### config.mk
export PLATFORM = sky130hd
export DESIGN_NAME = load_store_unit_flat
export DESIGN_NICKNAME = d
export VERILOG_FILES = /design/src/rtl/load_store_unit_if.sv /design/src/rtl/load_store_unit.sv /design/src/flat_wrapper.sv
export SDC_FILE = /design/constraint.sdc
export NUM_CORES = 1
export LEC_CHECK = 0
export CAP_MARGIN = 25
export CORE_MARGIN = 2
export CORE_UTILIZATION = 40
export CTS_CLUSTER_SIZE = 24
export DETAILED_ROUTE_END_ITERATION = 10
export GPL_TIMING_DRIVEN = 1
export PLACE_DENSITY = 0.85
export SLEW_MARGIN = 40
export SYNTH_ARGS = -nofsm -noshare
export SYNTH_HDL_FRONTEND = slang
export SYNTH_SLANG_ARGS = --single-unit
### constraint.sdc
create_clock -name clk -period 5.1 [get_ports clk]
set_clock_uncertainty 0.1 [all_clocks]
set_input_delay 0.765 -clock clk [delete_from_list [all_inputs] [get_ports clk]]
set_output_delay 0.765 -clock clk [all_outputs]
set_load 0.05 [all_outputs]
### src/rtl/load_store_unit_if.sv
// Data-memory port between the load/store unit (master) and memory (slave).
// Word-wide, single-outstanding req/ack handshake:
//   mem_req   master->slave  transaction request, held until mem_ack
//   mem_we    master->slave  1 = write
//   mem_be    master->slave  byte enables, bit i = byte lane i
//   mem_addr  master->slave  word-aligned address
//   mem_wdata master->slave  lane-replicated store data
//   mem_rdata slave->master  read word, valid with mem_ack
//   mem_ack   slave->master  one-cycle completion strobe
interface load_store_unit_if;
  logic        mem_req;
  logic        mem_we;
  logic [3:0]  mem_be;
  logic [31:0] mem_addr;
  logic [31:0] mem_wdata;
  logic [31:0] mem_rdata;
  logic        mem_ack;

  modport master (
    output mem_req, mem_we, mem_be, mem_addr, mem_wdata,
    input  mem_rdata, mem_ack
  );

  modport slave (
    input  mem_req, mem_we, mem_be, mem_addr, mem_wdata,
    output mem_rdata, mem_ack
  );
endinterface

### src/rtl/load_store_unit.sv
// Load/store unit: turns decoder memory controls into one req/ack
// transaction on the data-memory port, stalling the pipeline meanwhile.
// Ports:
//   clk, rst              clock, async active-high reset
//   MemWrite, MemtoReg    store / load request (both high = store)
//   ByteControl           1111 word, 0011 half, 0001 byte, other = no access
//   Arith_u               1 = zero-extend load, 0 = sign-extend
//   alu_result            effective byte address
//   store_data            rt value for stores
//   mem                   data-memory port (master side)
//   stall                 combinational pipeline hold
//   load_valid, load_data extended load result, load_data held between loads
//   addr_err, bus_err     one-cycle misalignment / timeout pulses
//   badvaddr              faulting byte address, held until the next error
module load_store_unit #(
  parameter int unsigned ACK_TIMEOUT = 16,
  parameter int unsigned CNT_W       = 5
) (
  input  logic                      clk,
  input  logic                      rst,
  input  logic                      MemWrite,
  input  logic                      MemtoReg,
  input  logic [3:0]                ByteControl,
  input  logic                      Arith_u,
  input  logic [31:0]               alu_result,
  input  logic [31:0]               store_data,
  load_store_unit_if.master         mem,
  output logic                      stall,
  output logic                      load_valid,
  output logic [31:0]               load_data,
  output logic                      addr_err,
  output logic                      bus_err,
  output logic [31:0]               badvaddr
);

  localparam int unsigned DW = 32;
  localparam int unsigned BW = 4;

  typedef enum logic [2:0] {
    ST_IDLE  = 3'd0,
    ST_REQ   = 3'd1,
    ST_DONE  = 3'd2,
    ST_ERR_A = 3'd3,
    ST_ERR_B = 3'd4
  } state_e;

  typedef enum logic [1:0] {
    SZ_BYTE = 2'd0,
    SZ_HALF = 2'd1,
    SZ_WORD = 2'd2
  } size_e;

  state_e          state_q, state_d;
  logic [CNT_W-1:0] cnt_q, cnt_d;
  logic [DW-1:0]   mem_addr_q, mem_addr_d;
  logic [BW-1:0]   mem_be_q, mem_be_d;
  logic [DW-1:0]   mem_wdata_q, mem_wdata_d;
  logic            mem_we_q, mem_we_d;
  logic            mem_req_q, mem_req_d;
  logic [1:0]      lane_q, lane_d;
  size_e           size_q, size_d;
  logic            unsigned_q, unsigned_d;
  logic            load_valid_q, load_valid_d;
  logic [DW-1:0]   load_data_q, load_data_d;
  logic            addr_err_q, addr_err_d;
  logic            bus_err_q, bus_err_d;
  logic [DW-1:0]   badvaddr_q, badvaddr_d;

  logic            is_word_c, is_half_c, is_byte_c;
  logic            acc_c, aligned_c;
  logic [BW-1:0]   be_c;
  logic [DW-1:0]   wdata_c;
  logic [DW-1:0]   lane_word_c;
  logic [DW-1:0]   ext_c;

  // Decode the incoming request: access size, alignment, lanes, store data.
  always_comb begin
    is_word_c = (ByteControl == 4'b1111);
    is_half_c = (ByteControl == 4'b0011);
    is_byte_c = (ByteControl == 4'b0001);
    acc_c     = (MemWrite | MemtoReg) & (is_word_c | is_half_c | is_byte_c);

    aligned_c = 1'b1;
    be_c      = 4'b1111;
    wdata_c   = store_data;
    if (is_word_c) begin
      aligned_c = (alu_result[1:0] == 2'b00);
    end else if (is_half_c) begin
      aligned_c = ~alu_result[0];
      be_c      = BW'(4'b0011 << {alu_result[1], 1'b0});
      wdata_c   = {2{store_data[15:0]}};
    end else begin
      be_c      = BW'(4'b0001 << alu_result[1:0]);
      wdata_c   = {4{store_data[7:0]}};
    end
  end

  // Pick the addressed lane out of the read word and extend it.
  always_comb begin
    lane_word_c = mem.mem_rdata >> {lane_q, 3'b000};
    case (size_q)
      SZ_BYTE: ext_c = unsigned_q ? {24'b0, lane_word_c[7:0]}
                                  : {{24{lane_word_c[7]}}, lane_word_c[7:0]};
      SZ_HALF: ext_c = unsigned_q ? {16'b0, lane_word_c[15:0]}
                                  : {{16{lane_word_c[15]}}, lane_word_c[15:0]};
      default: ext_c = mem.mem_rdata;
    endcase
  end

  // Next-state and registered-output logic.
  always_comb begin
    state_d      = state_q;
    cnt_d        = cnt_q;
    mem_addr_d   = mem_addr_q;
    mem_be_d     = mem_be_q;
    mem_wdata_d  = mem_wdata_q;
    mem_we_d     = mem_we_q;
    lane_d       = lane_q;
    size_d       = size_q;
    unsigned_d   = unsigned_q;
    load_data_d  = load_data_q;
    badvaddr_d   = badvaddr_q;
    mem_req_d    = 1'b0;
    load_valid_d = 1'b0;
    addr_err_d   = 1'b0;
    bus_err_d    = 1'b0;
    stall        = 1'b0;

    case (state_q)
      ST_IDLE: begin
        stall = acc_c;
        if (acc_c) begin
          if (aligned_c) begin
            mem_addr_d  = {alu_result[31:2], 2'b00};
            mem_be_d    = be_c;
            mem_wdata_d = wdata_c;
            mem_we_d    = MemWrite;
            lane_d      = alu_result[1:0];
            size_d      = is_word_c ? SZ_WORD : (is_half_c ? SZ_HALF : SZ_BYTE);
            unsigned_d  = Arith_u;
            cnt_d       = '0;
            mem_req_d   = 1'b1;
            state_d     = ST_REQ;
          end else begin
            badvaddr_d  = alu_result;
            addr_err_d  = 1'b1;
            state_d     = ST_ERR_A;
          end
        end
      end

      ST_REQ: begin
        stall = 1'b1;
        if (mem.mem_ack) begin
          if (!mem_we_q) begin
            load_data_d  = ext_c;
            load_valid_d = 1'b1;
          end
          cnt_d   = '0;
          state_d = ST_DONE;
        end else if (cnt_q == CNT_W'(ACK_TIMEOUT - 1)) begin
          // Rebuild the original byte address from the latched word address.
          badvaddr_d = {mem_addr_q[31:2], lane_q};
          bus_err_d  = 1'b1;
          cnt_d      = '0;
          state_d    = ST_ERR_B;
        end else begin
          cnt_d     = cnt_q + CNT_W'(1);
          mem_req_d = 1'b1;
        end
      end

      ST_DONE, ST_ERR_A, ST_ERR_B: state_d = ST_IDLE;

      default: state_d = ST_IDLE;
    endcase
  end

  // State and output registers.
  always_ff @(posedge clk or posedge rst) begin
    if (rst) begin
      state_q      <= ST_IDLE;
      cnt_q        <= '0;
      mem_addr_q   <= '0;
      mem_be_q     <= '0;
      mem_wdata_q  <= '0;
      mem_we_q     <= 1'b0;
      mem_req_q    <= 1'b0;
      lane_q       <= 2'b00;
      size_q       <= SZ_BYTE;
      unsigned_q   <= 1'b0;
      load_valid_q <= 1'b0;
      load_data_q  <= '0;
      addr_err_q   <= 1'b0;
      bus_err_q    <= 1'b0;
      badvaddr_q   <= '0;
    end else begin
      state_q      <= state_d;
      cnt_q        <= cnt_d;
      mem_addr_q   <= mem_addr_d;
      mem_be_q     <= mem_be_d;
      mem_wdata_q  <= mem_wdata_d;
      mem_we_q     <= mem_we_d;
      mem_req_q    <= mem_req_d;
      lane_q       <= lane_d;
      size_q       <= size_d;
      unsigned_q   <= unsigned_d;
      load_valid_q <= load_valid_d;
      load_data_q  <= load_data_d;
      addr_err_q   <= addr_err_d;
      bus_err_q    <= bus_err_d;
      badvaddr_q   <= badvaddr_d;
    end
  end

  assign mem.mem_req   = mem_req_q;
  assign mem.mem_we    = mem_we_q;
  assign mem.mem_be    = mem_be_q;
  assign mem.mem_addr  = mem_addr_q;
  assign mem.mem_wdata = mem_wdata_q;
  assign load_valid    = load_valid_q;
  assign load_data     = load_data_q;
  assign addr_err      = addr_err_q;
  assign bus_err       = bus_err_q;
  assign badvaddr      = badvaddr_q;

endmodule

### src/flat_wrapper.sv
// flat-port wrapper written by rule: the top's interface ports become plain ports
module load_store_unit_flat 
#(
  parameter int unsigned ACK_TIMEOUT = 16,
  parameter int unsigned CNT_W       = 5
)
  (clk, rst, MemWrite, MemtoReg, ByteControl, Arith_u, alu_result, store_data, stall, load_valid, load_data, addr_err, bus_err, badvaddr, mem_mem_req, mem_mem_we, mem_mem_be, mem_mem_addr, mem_mem_wdata, mem_mem_rdata, mem_mem_ack);
  load_store_unit_if mem_i ();
  input  logic clk;
  input  logic rst;
  input  logic MemWrite;
  input  logic MemtoReg;
  input  logic [3:0] ByteControl;
  input  logic Arith_u;
  input  logic [31:0] alu_result;
  input  logic [31:0] store_data;
  output logic stall;
  output logic load_valid;
  output logic [31:0] load_data;
  output logic addr_err;
  output logic bus_err;
  output logic [31:0] badvaddr;
  output wire logic [$bits(mem_i.mem_req)-1:0] mem_mem_req;
  output wire logic [$bits(mem_i.mem_we)-1:0] mem_mem_we;
  output wire logic [$bits(mem_i.mem_be)-1:0] mem_mem_be;
  output wire logic [$bits(mem_i.mem_addr)-1:0] mem_mem_addr;
  output wire logic [$bits(mem_i.mem_wdata)-1:0] mem_mem_wdata;
  input wire logic [$bits(mem_i.mem_rdata)-1:0] mem_mem_rdata;
  input wire logic [$bits(mem_i.mem_ack)-1:0] mem_mem_ack;
  assign mem_mem_req = mem_i.mem_req;
  assign mem_mem_we = mem_i.mem_we;
  assign mem_mem_be = mem_i.mem_be;
  assign mem_mem_addr = mem_i.mem_addr;
  assign mem_mem_wdata = mem_i.mem_wdata;
  assign mem_i.mem_rdata = mem_mem_rdata;
  assign mem_i.mem_ack = mem_mem_ack;
  load_store_unit #(.ACK_TIMEOUT(ACK_TIMEOUT), .CNT_W(CNT_W)) u_core (.clk(clk), .rst(rst), .MemWrite(MemWrite), .MemtoReg(MemtoReg), .ByteControl(ByteControl), .Arith_u(Arith_u), .alu_result(alu_result), .store_data(store_data), .mem(mem_i), .stall(stall), .load_valid(load_valid), .load_data(load_data), .addr_err(addr_err), .bus_err(bus_err), .badvaddr(badvaddr));
endmodule
# After elaboration in Yosys (flattened, before gate mapping)
# Cells that the tools add are included.
# word_totals
reg_bits	148
inputBits	106
output_inout_bits	138
wordCells	87
# op_classes
n_addsub	1
n_eq_ne	12
n_shift	3
n_mux	41
n_bitwise	6
reduce_logical	9
# op_table
operator	n
$mux W32	8
$pmux W32 S2	2
$shr A32 B5 Y16	1
$mux W5	4
$mux W1	16
$pmux W5 S2	1
$mux W3	3
$reduce_and A3 Y1	3
$mux W4	2
$ne A2 B1 Y1 const B	3
$pmux W3 S2	1
$add A5 B1 Y5 const B	1
$eq A5 B4 Y1 const B	1
$reduce_and A5 Y1	1
$eq A4 B1 Y1 const B	1
$eq A4 B2 Y1 const B	1
$eq A4 B4 Y1 const B	1
$logic_not A2 Y1	2
$mux W2	2
$ne A2 B2 Y1 const B	2
$pmux W1 S2	2
$shl A1 B2 Y4 const A	1
$shl A2 B2 Y4 const A	1
$eq A3 B1 Y1 const B	1
other kinds (8)	11

# Logic depth before layout (Yosys ltp)
# Gate-level depths: netlist (run 1).
# logic_depth
depth_word	6
ltp_mapped	8
ltp_nobuf	5

# Least setup slack after synthesis (run 1)
# No wires, ideal clock.
# synth_timing
path_kind	input -> output
start	input ByteControl[2]
end	output stall
t_arrival_ns	1.614
required_time_ns	4.235
setup_slack_ns	2.621
cell_stages	4
n_path_buf	1
path_cell_list	buf_6 > nor2_1 > o221ai_1 > nand2_1
# synth_between
elab_chain_cells	5
word_cells_on_any_way	7
cone_classes	eq/ne (3); mux (1); bitwise (3)
# synth_rtl
item	line_no	rtl
start, declared	flat_wrapper.sv:13	input logic [3:0] ByteControl;
$eq A4 B4 Y1 or $eq A4 B2 Y1 (tied branches)	load_store_unit.sv:78, load_store_unit.sv:79	
$or A1 B1 Y1	load_store_unit.sv:81	acc_c = (MemWrite | MemtoReg) & (is_word_c | is_half_c | is_byte_c);
$or A1 B1 Y1 (*)	load_store_unit.sv:81	
$and A1 B1 Y1 (*)	load_store_unit.sv:81	
$pmux W1 S2 (*)	load_store_unit.sv:129	case (state_q)
end, declared	flat_wrapper.sv:17	output logic stall;
# Every way passes the cells marked *; elsewhere a longest branch is shown, timed or not.

# Worst setup path after layout (run 1)
# Ends and elaborated chain as after synthesis.

==> results.sh, run 1 <==
export IMPL_rsz0062_at_grt="no"
export IMPL_cts_root_buf="clkbuf_16"
export IMPL_holdWs_ps=384
export IMPL_io_buffers=241
export IMPL_cts_hold_buf=0
export IMPL_hpwl_um=14600
export IMPL_fmax_ghz=0.277
export IMPL_wl_per_cell_um=18.5
export IMPL_routed_via_density=5.28
export IMPL_ant_nets=0
export IMPL_maxCapViolations=0
export IMPL_synth_top_cells_by_area="dfrtp_1, mux2_4, nand2_1"
export IMPL_dieHeight_um=138
export IMPL_synth_edf_count=0
export IMPL_gp_congestion=0.817
export IMPL_worstSetupStartpointType="input port"
export IMPL_num_io_pins=244
export IMPL_grt_pass1_wl_um=31600
export IMPL_cts_buffers=17
export IMPL_swShare=0.439
export IMPL_peakVddDrop_mv=0.361
export IMPL_first_iter_violations=340
export IMPL_finalSetupViolCount=0
export IMPL_final_setup_tns_ps=0
export IMPL_switchingPower_uw=2710
export IMPL_hold_class="reg2reg"
export IMPL_die_x_um=138
export IMPL_area_growth_pct=43.5
export IMPL_clock_path_buffers=2
export IMPL_grt_pass1_vias=6009
export IMPL_p_leak_uw=0.00445
export IMPL_cts_tree="built"
export IMPL_syn_mean_instance_area_um2=11.1
export IMPL_core_area_um2=17400
export IMPL_cts_resized=0
export IMPL_vias=5850
export IMPL_cp_max_fo=8
export IMPL_min_period_ps=3610
export IMPL_yosysMostFrequentCell="dfrtp_1"
export IMPL_pwr_share_clk=0.211
export IMPL_final_nets=977
export IMPL_htree_levels=4
export IMPL_row_count=48
export IMPL_num_antenna_cells=0
export IMPL_finalCritPeriodShare=0.709
export IMPL_finalHoldViolations=0
export IMPL_grt_ovfl_total=0
export IMPL_p_per_area_nw_per_um2=600
export IMPL_cts_sinks=148
export IMPL_synth_seq_area_share=0.516
export IMPL_clock_latency_ps=430
export IMPL_synth_area_um2=7170
export IMPL_layout_drive_gt1_share=0.113
export IMPL_cts_clk_slew_worst_paths_ps=60
export IMPL_antenna_found_initial=0
export IMPL_tightestPinTransition_ps=825
export IMPL_synth_ff_type="dfrtp_1"
export IMPL_slew_viol_final=0
export IMPL_status="finished clean"
export IMPL_grt_usage=0.216
export IMPL_syn_inst=644
export IMPL_p_seq_frac=0.300
export IMPL_grt_max_degree=107
export IMPL_async_flop_share=1.00
export IMPL_drc_errors=0
export IMPL_synth_commonest_cells="dfrtp_1, nand2_1, mux2_4, mux2_1, o21ai_0"
export IMPL_worstPathRequired_ps=4240
export IMPL_p_int_uw=3470
export IMPL_yosys_cell_types_count=58
export IMPL_dr_pass1_iters=4
export IMPL_synth_top_area_share=0.516
export IMPL_critical_path_arrival_ps=2750
export IMPL_die_area_um2=19000
export IMPL_endpoint_kind="output port"
export IMPL_routed_wl_um=20500
export IMPL_maxSlewHeadroom=0.450
export IMPL_combPwrFrac=0.488
export IMPL_cts_setup_buffers=0
export IMPL_critical_path_class="in2out"
export IMPL_yosys_warnings=0
export IMPL_synth_area_leader_cell="dfrtp_1"
export IMPL_ys_ff_latch=148
export IMPL_initial_utilization=0.412
## power by group through the flow
stage                     clock network, µW  registers (µW)  logic (µW)
after floorplan                           0            3120         699
after global placement                    0            1850        2980
after detailed placement                  0            1870        3030
after CTS                              1330            1850        3030
after global routing                   1370            1900        3150
final                                  1310            1850        3020
## cell families (layout without fill, tap and decap cells)
| logic type | Yosys count | count (layout) | synth area share |
|---|---|---|---|
| AND/OR/NAND/NOR | 217 | 217 | 0.132 |
| flip-flops | 148 | 148 | 0.516 |
| AO/OA/AOI/OAI | 119 | 119 | 0.121 |
| multiplexers | 104 | 104 | 0.180 |
| buffers and inverters | 52 | 290 | 0.0462 |
| XOR/XNOR | 2 | 2 | 0.00244 |
| adder cells (fa/ha/maj) | 1 | 1 | 0.00174 |
| other | 1 | 2 | 0.000523 |
## cells in the final DEF, fill, tap and decap left out, types with 3 or more instances in the layout
| cell | n |
|---|---|
| a211o_1 | 16 |
| a21oi_1 | 19 |
| a22o_1 | 7 |
| a2bb2oi_1 | 8 |
| buf_4 | 9 |
| bufinv_16 | 3 |
| clkbuf_16 | 17 |
| clkdlybuf4s50_1 | 241 |
| clkinv_4 | 4 |
| dfrtp_1 | 148 |
| inv_1 | 4 |
| mux2_1 | 32 |
| mux2_2 | 6 |
| mux2_4 | 38 |
| mux2i_1 | 27 |
| nand2_1 | 145 |
| nand2b_1 | 4 |
| nand3_1 | 3 |
| nor2_1 | 24 |
| nor2b_1 | 3 |
| nor3_1 | 25 |
| o21ai_0 | 29 |
| o22a_1 | 8 |
| o22ai_1 | 8 |
| o2bb2ai_1 | 7 |
## flip-flops by register name, indices dropped and copies added (netlist names)
register              cells
u_core.mem.mem_addr      30
u_core.addr_err           1
u_core.badvaddr          32
u_core.mem.mem_we         1
u_core.mem.mem_be         4
u_core.unsigned_q         1
u_core.cnt_q              5
u_core.bus_err            1
u_core.size_q             2
u_core.lane_q             2
u_core.state_q            3
u_core.load_data         32
u_core.mem.mem_req        1
u_core.load_valid         1
u_core.mem.mem_wdata     32
## layer usage
metal | vias to the layer above | GRT usage | wire length [µm]
met5 | - | 0 | 0
met4 | 0 | 0.0930 | 496
met3 | 39 | 0.0486 | 1380
met2 | 238 | 0.347 | 9930
met1 | 2857 | 0.283 | 8730
li1 | 2716 | - | -
## final timing paths
kind	from	endpoint	slack [ps]	cells after the start
setup / recovery	ByteControl[2]	stall	1490	5
max in group asynchronous	rst	u_core.cnt_q[0]	3290	3
hold reg to reg	u_core.load_data[0]	u_core.load_data[0]	380	2
setup reg to reg	u_core.state_q[1]	u_core.badvaddr[7]	2370	6
min in group asynchronous	rst	u_core.load_data[4]	760	2
hold / removal	u_core.load_data[0]	u_core.load_data[0]	380	2
## through the flow
step                power (µW)   util  area (µm²)  cells  setup WS [ps]
floorplan                 3820      -        7180    645            255
global placement          4830  0.554        9650   1074           1470
detailed placement        4890  0.556        9690   1076           1510
CTS                       6220  0.591       10300   1108           1500
global route              6430  0.591       10300   1108           1430
finish                    6180  0.591       10300   1108           1490
## worst max-delay path, stage by stage
cell and delay [ps]:
clkdlybuf4s50_1 640, and3_1 280, o221ai_1 150, nand2_1 90
clkdlybuf4s50_1 820
## area by class of cell
cell class / count / area (µm²)
fill: 1441 / 7120
sequential: 148 / 3700
multi-input combinational: 445 / 3160
timing repair buffer: 252 / 2510
clock buffer: 21 / 460
tap: 225 / 282
clock inverter: 11 / 151
inverter: 6 / 30.0
(Power assumes the default switching activity.)
==> run 2, diff against run 1 <==
Clock period 5.1 ns to 3.31 ns, I/O delays scaled along.
==> run 2 against run 1 <==
Clock power increased by 59%. Global-route usage up 0.34 points. Wire length increased by 1.2%. Core utilization grew 0.93 points. Critical path type unchanged. Largest power group unchanged.
==> results.sh, run 2 (synthesized netlist as in run 1, its figures left out) <==
export IMPL_row_count=48
export IMPL_core_area_um2=17400
export IMPL_final_common_cell="clkdlybuf4s50_1"
export IMPL_cts_setup_buffers=0
export IMPL_wl_per_cell_um=18.6
export IMPL_area_growth_pct=45.8
export IMPL_finalHoldViolations=0
export IMPL_worstPathRequired_ps=2710
export IMPL_finalSetupViolCount=0
export IMPL_io_buffers=241
export IMPL_num_antenna_cells=0
export IMPL_cts_clk_slew_worst_paths_ps=60
export IMPL_hpwl_um=15000
export IMPL_grt_pass1_vias=6030
export IMPL_cts_root_buf="clkbuf_16"
export IMPL_vias=5938
export IMPL_gp_congestion=0.840
export IMPL_cts_hold_buf=0
export IMPL_place_area_um2=9810
export IMPL_final_nets=989
export IMPL_fmax_ghz=0.397
export IMPL_num_io_pins=244
export IMPL_status="finished clean"
export IMPL_min_period_ps=2520
export IMPL_hold_class="in2async"
export IMPL_grt_pass1_wl_um=31900
export IMPL_drc_errors=0
export IMPL_p_leak_uw=0.00452
export IMPL_cts_tree="built"
export IMPL_p_per_area_nw_per_um2=919
export IMPL_routed_wl_um=20800
export IMPL_final_setup_tns_ps=0
export IMPL_die_x_um=138
export IMPL_die_area_um2=19000
export IMPL_worstSetupStartpointType="input port"
export IMPL_dieHeight_um=138
export IMPL_post_place_ws_ps=501
export IMPL_cp_max_fo=4
export IMPL_ant_nets=0
export IMPL_grt_usage=0.220
export IMPL_maxSlewHeadroom=0.553
export IMPL_layout_common_cells="clkdlybuf4s50_1, dfrtp_1, nand2_1"
export IMPL_peakVddDrop_mv=0.697
export IMPL_grt_max_degree=54
export IMPL_initial_utilization=0.412
export IMPL_clock_path_buffers=2
export IMPL_final_cell_area_um2=10500
export IMPL_tightestPinTransition_ps=668
export IMPL_critical_path_class="in2out"
export IMPL_dr_pass1_iters=4
export IMPL_clock_latency_ps=420
export IMPL_slew_viol_final=0
export IMPL_htree_levels=4
export IMPL_reg2reg_depth=5
export IMPL_antenna_found_initial=1
export IMPL_cts_buffers=17
export IMPL_finalCritPeriodShare=0.761
export IMPL_maxCapViolations=0
export IMPL_critical_path_arrival_ps=1920
export IMPL_finalWorstSetupSlack_ps=792
export IMPL_rsz0062_at_grt="no"
export IMPL_endpoint_kind="output port"
export IMPL_cts_resized=0
export IMPL_layout_drive_gt1_share=0.126
export IMPL_grt_ovfl_total=0
export IMPL_cts_sinks=148
export IMPL_routed_via_density=5.30
export IMPL_first_iter_violations=397
run 2: power breakdown:
part	switching (µW)	internal [µW]	total, µW	leakage, µW
clock	769	1310	2080	0.000292
combinational	2990	1720	4710	0.00244
sequential	415	2420	2830	0.00178
run 2: area by class of cell:
type / instances / area [µm²]
clock buffer: 21 / 460
multi-input combinational: 445 / 3160
tap: 225 / 282
fill: 1425 / 6960
timing repair buffer: 264 / 2660
clock inverter: 11 / 175
inverter: 6 / 26.3
sequential: 148 / 3700
run 2: path summary, 6_finish.rpt:
path	start	end	slack (ps)
worst max-delay path	ByteControl[0]	stall	790
worst max register to register	u_core.state_q[1]	u_core.badvaddr[19]	1060
worst min register to register	u_core.load_data[7]	u_core.load_data[7]	380
min in group clk	u_core.load_data[7]	u_core.load_data[7]	380
worst min-delay path	rst	u_core.mem.mem_wdata[16]	280
max in group asynchronous	rst	u_core.state_q[2]	2080
run 2: layer usage:
metal,vias to the layer above,GRT usage,wire length (µm),share of wire
met2,226,0.349,10000,0.48
met4,2,0.0896,598,0.029
met1,2927,0.285,8750,0.42
li1,2740,-,-,-
met3,43,0.0596,1410,0.068
met5,-,0,10,0.00048
run 2: stage by stage:
| step | util | total power [µW] | cells | hold slack (ps) |
|---|---|---|---|---|
| 3_3_place_gp | 0.563 | 7490 | 1087 | 364 |
| 3_5_place_dp | 0.563 | 7570 | 1087 | 375 |
| 6_report | 0.601 | 9610 | 1120 | 279 |
| 4_1_cts | 0.599 | 9670 | 1119 | 388 |
| 2_1_floorplan | - | 5890 | 645 | 359 |
| 5_1_grt | 0.601 | 10000 | 1120 | 278 |
run 2: worst max-delay path, cell delays in order:
cell             delay, ps
clkdlybuf4s50_1        580
nor3b_2                310
o221ai_1               220
nand2_1                110
buf_4                  200
==> run 3, diff against run 2 <==
Settings changed: PLACE_DENSITY 0.85 to 0.82.
Clock period 3.31 ns to 2.4 ns, I/O delays scaled along.
==> run 3 against run 2 <==
Sequential share of layout area down 0.25 points. Sequential cell count unchanged. Worst hold slack worse by 160 ps. Non-clock buffer count up 12. Critical path depth down 1. Final area up 0.72%. Highest routed layer unchanged. Setup slack worse by 690 ps.
==> results.sh, run 3 (synthesized netlist as in run 1, its figures left out) <==
export IMPL_grt_pass1_wl_um=32700
export IMPL_cts_sinks=148
export IMPL_slowest_delay_ps=440
export IMPL_final_nets=1001
export IMPL_cts_root_buf="clkbuf_16"
export IMPL_critical_path_arrival_ps=1840
export IMPL_grt_usage=0.223
export IMPL_grt_max_degree=61
export IMPL_maxCapViolations=0
export IMPL_routed_wl_um=20800
export IMPL_status="finished clean"
export IMPL_min_period_ps=2300
export IMPL_tightestPinTransition_ps=585
export IMPL_clock_path_buffers=2
export IMPL_final_common_cell="clkdlybuf4s50_1"
export IMPL_hpwl_um=15200
export IMPL_cp_max_fo=37
export IMPL_finalSetupViolCount=0
export IMPL_endpoint_kind="output port"
export IMPL_cts_clk_slew_worst_paths_ps=60
export IMPL_core_area_um2=17400
export IMPL_fmax_ghz=0.436
export IMPL_grt_ovfl_total=0
export IMPL_clock_latency_ps=420
export IMPL_critical_path_class="reg2out"
export IMPL_dp_cells=1100
export IMPL_grt_pass1_vias=6159
export IMPL_io_buffers=241
export IMPL_finalHoldViolations=0
export IMPL_stdcell_count=1131
export IMPL_num_io_pins=244
export IMPL_crit_family="simple AND/OR/NAND/NOR gates"
export IMPL_htree_levels=4
export IMPL_worstSetupStartpointType="register"
export IMPL_peakVddDrop_mv=0.969
export IMPL_layout_drive_gt1_share=0.138
export IMPL_cts_tree="built"
export IMPL_ant_nets=0
export IMPL_row_count=48
export IMPL_initial_utilization=0.412
export IMPL_routed_via_density=5.24
export IMPL_antenna_found_initial=1
export IMPL_rsz0062_at_grt="no"
export IMPL_drc_errors=0
export IMPL_die_x_um=138
export IMPL_die_area_um2=19000
export IMPL_slew_viol_final=0
export IMPL_p_per_area_nw_per_um2=1240
export IMPL_p_leak_uw=0.00457
export IMPL_vias=5924
export IMPL_slowest_stage="or3b_1"
export IMPL_finalCritPeriodShare=0.956
export IMPL_layout_common_cells="clkdlybuf4s50_1, dfrtp_1, nand2_1"
export IMPL_maxSlewHeadroom=0.609
export IMPL_area_growth_pct=46.9
export IMPL_dieHeight_um=138
export IMPL_cp_num_buf_inv=2
export IMPL_cts_buffers=17
export IMPL_worstPathRequired_ps=1940
export IMPL_crit_chain="or3b_1, buf_6, nand2_1, buf_12"
export IMPL_power_uw=13000
export IMPL_final_util=0.605
export IMPL_wl_per_cell_um=18.4
export IMPL_num_antenna_cells=0
export IMPL_gp_congestion=0.826
export IMPL_dr_pass1_iters=4
export IMPL_first_iter_violations=341
export IMPL_hold_class="in2async"
[run 3: cell count changes in the layout (fill, tap and decap cells not counted), moves of 2 or more]
cell        delta
clkinv_2       +4
buf_4          +7
clkinvlp_4     -2
clkbuf_8       -2
clkinv_4       +3
bufinv_16      -2
buf_12         +4
[run 3: power by group]
group	switching (µW)	internal (µW)
Combinational	4140	2400
Sequential	558	3330
Clock	1060	1520
Total	5770	7250
[run 3: final cells by class]
type / instances / area (µm²)
fill: 1403 / 6880
timing repair buffer: 276 / 2800
tap: 225 / 282
clock inverter: 13 / 138
multi-input combinational: 445 / 3160
clock buffer: 18 / 429
inverter: 6 / 26.3
sequential: 148 / 3700
[run 3: routing by layer]
| metal | wire length, µm | global-route usage | share of wire | vias to the layer above |
|---|---|---|---|---|
| li1 | - | - | - | 2751 |
| met1 | 8770 | 0.289 | 0.42 | 2922 |
| met2 | 9970 | 0.357 | 0.48 | 212 |
| met3 | 1530 | 0.0647 | 0.074 | 37 |
| met4 | 485 | 0.0765 | 0.023 | 2 |
| met5 | 10 | 0 | 0.00048 | - |
[run 3: per-stage QoR]
step	setup TNS [ps]	setup slack [ps]	hold WS, ps	cell area, µm²
6_report	0	105	117	10500
5_1_grt	0	18.3	127	10500
4_1_cts	0	64.3	104	10500
3_5_place_dp	-915	-42.2	370	9970
3_3_place_gp	0	21.8	362	9970
2_1_floorplan	0	79.0	329	7180
[run 3: final timing paths]
check | from | to | slack (ps) | cells past startpoint
worst max-delay path | u_core.state_q[1] | stall | 100 | 4
worst min-delay path | rst | u_core.mem.mem_wdata[20] | 120 | 2
worst max register to register | u_core.state_q[1] | u_core.badvaddr[5] | 210 | 5
worst min register to register | u_core.load_data[6] | u_core.load_data[6] | 380 | 2
max in group asynchronous | rst | u_core.mem.mem_wdata[12] | 1460 | 3
min in group clk | u_core.load_data[6] | u_core.load_data[6] | 380 | 2
[run 3: timing repair]
item / CTS / global route
resized for setup: 1 / 0
hold buffers: 0 / 0
endpoints found under the hold margin: 0 / 0
setup endpoints to repair: 1 / 0
setup buffers: 0 / 0
